[config.mk]
export PLATFORM = sky130hd
export DESIGN_NAME = scan_sequencer
export DESIGN_NICKNAME = d
export VERILOG_FILES = /design/src/rtl/scan_sequencer_pkg.sv /design/src/rtl/next_chan_pick.sv /design/src/rtl/scan_sequencer.sv
export SDC_FILE = /design/constraint.sdc
export NUM_CORES = 1
export LEC_CHECK = 0
export CORE_ASPECT_RATIO = 1.1
export CORE_MARGIN = 4
export CORE_UTILIZATION = 48
export DETAILED_ROUTE_END_ITERATION = 16
export GPL_TIMING_DRIVEN = 0
export PLACE_DENSITY_LB_ADDON = 0.2
export SLEW_MARGIN = 20
export SYNTH_ARGS = -nofsm -noshare
export SYNTH_HDL_FRONTEND = slang
export SYNTH_SLANG_ARGS = --single-unit
export TNS_END_PERCENT = 20
[constraint.sdc]
create_clock -name clk -period 2.09 [get_ports clk]
set_clock_uncertainty 0.05 [all_clocks]
set_input_delay 0.5225 -clock clk [delete_from_list [all_inputs] [get_ports clk]]
set_output_delay 0.5225 -clock clk [all_outputs]
set_load 0.02 [all_outputs]
[src/rtl/scan_sequencer_pkg.sv]
// Shared constants and FSM encoding for the channel scan sequencer.
package scan_sequencer_pkg;

  localparam int unsigned N_CH  = 8;
  localparam int unsigned SEL_W = 3;

  typedef enum logic {
    IDLE  = 1'b0,
    DWELL = 1'b1
  } state_t;

endpackage

[src/rtl/next_chan_pick.sv]
// Combinational next-channel picker: lowest set mask index above cur, else
// wrap to the lowest set index.
module next_chan_pick
  import scan_sequencer_pkg::*;
(
  input  logic [N_CH-1:0]  mask,
  input  logic [SEL_W-1:0] cur,
  output logic [SEL_W-1:0] nxt,
  output logic             wrapped
);

  logic             found_hi;
  logic [SEL_W-1:0] hi_idx;
  logic [SEL_W-1:0] lo_idx;

  // Descending scan so the last hit written is the lowest qualifying index.
  always_comb begin
    found_hi = 1'b0;
    hi_idx   = '0;
    lo_idx   = '0;
    for (int i = N_CH - 1; i >= 0; i--) begin
      if (mask[i]) begin
        lo_idx = SEL_W'(i);
        if (i > int'(cur)) begin
          hi_idx   = SEL_W'(i);
          found_hi = 1'b1;
        end
      end
    end
    nxt     = found_hi ? hi_idx : lo_idx;
    wrapped = ~found_hi;
  end

endmodule

[src/rtl/scan_sequencer.sv]
// Round-robin scan over masked channels with a per-channel dwell down-counter,
// driving a 3x8 decoder through registered sel/en.
module scan_sequencer
  import scan_sequencer_pkg::*;
#(
  parameter int unsigned DWELL_W = 8
) (
  input  logic               clk,
  input  logic               rst_n,
  input  logic               start,
  input  logic               stop,
  input  logic               one_shot,
  input  logic [DWELL_W-1:0] dwell,
  input  logic [N_CH-1:0]    chan_mask,
  output logic [SEL_W-1:0]   sel,
  output logic               en,
  output logic               busy,
  output logic               done,
  output logic               wrap
);

  state_t             state_q, state_d;
  logic [DWELL_W-1:0] cnt_q, cnt_d;
  logic [DWELL_W-1:0] dwell_q, dwell_d;
  logic [N_CH-1:0]    mask_q, mask_d;
  logic               one_shot_q, one_shot_d;
  logic [SEL_W-1:0]   sel_d;
  logic               en_d, busy_d, done_d, wrap_d;

  logic [N_CH-1:0]    pick_mask;
  logic [SEL_W-1:0]   pick_cur;
  logic [SEL_W-1:0]   pick_nxt;
  logic               pick_wrapped;

  // In IDLE, asking for the successor of the top channel yields the lowest set bit.
  always_comb begin
    pick_mask = (state_q == IDLE) ? chan_mask : mask_q;
    pick_cur  = (state_q == IDLE) ? SEL_W'(N_CH - 1) : sel;
  end

  next_chan_pick u_pick (
    .mask    (pick_mask),
    .cur     (pick_cur),
    .nxt     (pick_nxt),
    .wrapped (pick_wrapped)
  );

  always_comb begin
    state_d    = state_q;
    cnt_d      = cnt_q;
    dwell_d    = dwell_q;
    mask_d     = mask_q;
    one_shot_d = one_shot_q;
    sel_d      = '0;
    en_d       = 1'b0;
    busy_d     = 1'b0;
    done_d     = 1'b0;
    wrap_d     = 1'b0;
    case (state_q)
      IDLE: begin
        if (start && !stop && (chan_mask != '0)) begin
          state_d    = DWELL;
          mask_d     = chan_mask;
          dwell_d    = dwell;
          one_shot_d = one_shot;
          cnt_d      = dwell;
          sel_d      = pick_nxt;
          en_d       = 1'b1;
          busy_d     = 1'b1;
        end
      end
      DWELL: begin
        if (stop) begin
          state_d = IDLE;
          cnt_d   = '0;
        end else if (cnt_q != '0) begin
          cnt_d  = cnt_q - DWELL_W'(1);
          sel_d  = sel;
          en_d   = 1'b1;
          busy_d = 1'b1;
        end else if (pick_wrapped && one_shot_q) begin
          state_d = IDLE;
          done_d  = 1'b1;
        end else begin
          cnt_d  = dwell_q;
          sel_d  = pick_nxt;
          en_d   = 1'b1;
          busy_d = 1'b1;
          wrap_d = pick_wrapped;
        end
      end
      default: state_d = IDLE;
    endcase
  end

  always_ff @(posedge clk or negedge rst_n) begin
    if (!rst_n) begin
      state_q    <= IDLE;
      cnt_q      <= '0;
      dwell_q    <= '0;
      mask_q     <= '0;
      one_shot_q <= 1'b0;
      sel        <= '0;
      en         <= 1'b0;
      busy       <= 1'b0;
      done       <= 1'b0;
      wrap       <= 1'b0;
    end else begin
      state_q    <= state_d;
      cnt_q      <= cnt_d;
      dwell_q    <= dwell_d;
      mask_q     <= mask_d;
      one_shot_q <= one_shot_d;
      sel        <= sel_d;
      en         <= en_d;
      busy       <= busy_d;
      done       <= done_d;
      wrap       <= wrap_d;
    end
  end

endmodule

==> flow_summary.ini <==
[placement]
place.gp.congestion = 0.9240
dp.final_hpwl_mm = 3.525
portBuffers = 27
place_area_um2 = 2165
place_ws_ns = -0.9614
placed_cells = 261

[power_and_ir_drop]
pwr-share-comb_pct = 33.2
cellLeakagePower_nw = 1.069
switchingPower_mw = 0.8039
intPower_mw = 1.469
ir_drop_mv = 0.4377
power_density_nw_per_um2 = 878.1
switching_share_pct = 35.37
pwr-share-seq_pct = 39.6
clockPowerShare_pct = 27.2

[timing]
maxSlewViolCount = 0
max_freq_mhz = 448.0
finalSetupTns_ns = -0.2633
fin_crit_sh_pct = 106.8
finalCriticalPeriod_ns = 2.232
setup_slack_ns = -0.1419
relSlewSlack_pct = 52.90
setup_viol = 5
worst_pin_slew_ns = 0.7064
grt_setup_unrepaired = true
finalHoldViolCount = 0

[grt]
gr-total-overflow = 0
grt_antenna_before_repair = 0
grt_pass1_vias = 1773
grt_util_all_layers_pct = 22.17
grt_start_max_net_pins = 32
grt_pass1_wl_mm = 8.128

[yosys]
seq_area_frac_synth_pct = 42.38
synth_edf_count = 0
yosysWarnings = 0
synth.avg_cell_area_um2 = 9.948
ys.flop_type = dfrtp_1
netlist_instances = 184
synth-seq-cells = 31
synth_area_um2 = 1831
synth-async-reset-ratio_pct = 100.0
syn_nets = 207
yosysUniqueCellTypes = 44

[clock_tree]
clkTransAtPathRegs_ns = 0.07
clockRootBuffer = clkbuf_8
cts_sinks = 31
clk_latency_ns = 0.29
ctsLongestPathBuffers = 2
numCtsBuffers = 5
htreeDepth = 2
cts_tree = built

[cells_and_area]
final_common_cell = dfrtp_1
finalCoreUtilization_pct = 70.83
syn_to_final_growth_pct = 41.42
finalNetCount = 253
n_antenna_cell = 0
design_area_um2 = 2589
final_layout_size_suffix_gt1_share_pct = 29.00
stdcell_count = 281
most-common-layout-cells = 28 x dfrtp_1, 16 x clkdlybuf4s50_1, 14 x mux2_2

[die]
start_util_pct = 50.09
core-area_um2 = 3655
num_rows = 23
die_w_um = 66.88
die_h_um = 72.77
die_area_um2 = 4867
pin_count = 28

[worst_setup_path]
crit_type = flop to flop
startpoint_type = flop
r2r_end = cnt_q[2]$_DFFE_PN0P_
ff2ff_path_depth = 6
r2r_start = cnt_q[5]$_DFFE_PN0P_
arrival_ns = 2.34
r2r_slack_ns = -0.14
path_max_fanout = 5
worst_ep_required_time_ns = 2.20
cp-end-kind = flop

[worst_hold_path]
hold_class = input port to asynchronous set/reset pin

[detailed_routing]
drtAntennaViolNets = 0
drtIter0Drc = 147
wl_mm = 5.216
drc = 0
routedWlPerCell_um = 18.56
firstDrtPassIters = 4
via_per_inst = 6.285
vias = 1766

[flow_run]
drv_cap = 0

[outcome]
violations = setup timing
status = finished with violations
registers in the layout (all words and copies together) (netlist names):
register,flops
wrap,1
mask_q,8
sel,3
cnt_q,8
one_shot_q,1
dwell_q,8
state_q,1
done,1
routing by layer:
layer	part of all wire, %	up-vias	GRT usage [%]
met5	0	-	0
met4	3.8	0	11.94
met3	5.8	25	4.931
met2	54	74	39.76
met1	36	863	23.86
li1	-	804	-
per-stage QoR:
step	hold slack, ns	total power [mW]
after floorplan	0.1769	1.277
after global placement	0.4430	1.475
after detailed placement	0.4483	1.501
after CTS	0.2526	2.187
after global routing	0.2749	2.387
final	0.2313	2.273
final cells by class:
type,count,area (um2)
clock buffers,6,82.58
plain buffers,6,47.55
repair buffers,39,367.9
flip-flops and latches,31,779.5
fillers,283,1066
multi-input cells,137,1176
clock inverters,2,35.03
well taps,50,62.56
inverters,10,37.54
critical path: stages (launching register included):
cell and delay, ns:
dfrtp_1 0.41, or4_4 0.58, o31ai_4 0.25, buf_6 0.16, nor3b_1 0.06, a221o_1 0.27
a221o_1 0.34
power groups by stage:
stage / Clock (mW) / Combinational [mW] / Sequential, mW
after floorplan: 0 / 0.424 / 0.854
after global placement: 0 / 0.597 / 0.878
after detailed placement: 0 / 0.615 / 0.887
after CTS: 0.625 / 0.686 / 0.876
after global routing: 0.657 / 0.812 / 0.918
final: 0.619 / 0.754 / 0.900
cells by family after synthesis:
kind of cell,Yosys count,synth area share [%]
compound gates,63,24.95
fa+ha+maj,2,1.367
buf+inv,16,3.623
flops,31,42.38
mux,17,10.25
simple gates,55,17.43
how the worst max path moves through the flow:
stage,from,endpoint,slack (ns)
after detailed placement,chan_mask[4],dwell_q[1]$_DFFE_PN0P_,-0.96
after global placement,chan_mask[4],dwell_q[3]$_DFFE_PN0P_,-0.99
final,cnt_q[5]$_DFFE_PN0P_,cnt_q[2]$_DFFE_PN0P_,-0.14
after floorplan,cnt_q[3]$_DFFE_PN0P_,cnt_q[2]$_DFFE_PN0P_,-0.05
after CTS,cnt_q[3]$_DFFE_PN0P_,cnt_q[2]$_DFFE_PN0P_,-0.1
after global routing,cnt_q[5]$_DFFE_PN0P_,cnt_q[2]$_DFFE_PN0P_,-0.17
Yosys cell counts (3+ instances only):
cell	number	share of area, %
a31oi_1	6	2.1
nand2_1	11	2.3
nor3_1	7	1.9
nand2b_1	5	1.7
clkbuf_1	3	0.62
or3_1	4	1.4
o21ai_0	12	3.3
inv_1	10	2.1
mux2i_1	3	1.6
dfrtp_1	31	42
nor3b_1	4	1.6
o21bai_1	3	1.2
a221oi_1	4	1.9
a21oi_1	11	3.0
nor2b_1	5	1.7
o31ai_1	6	2.5
nor4_1	4	1.4
mux2_2	14	8.6
a21o_1	3	1.2
nor2_1	6	1.2
what timing repair did:
item / 4_1_cts / 5_1_grt
pin swaps: 4 / 7
resized for setup: 28 / 26
setup buffers: 7 / 5
hold buffers: 0 / 0
endpoints found under the setup margin: 30 / 27
Note: power is estimated with default switching activity, not from simulation.
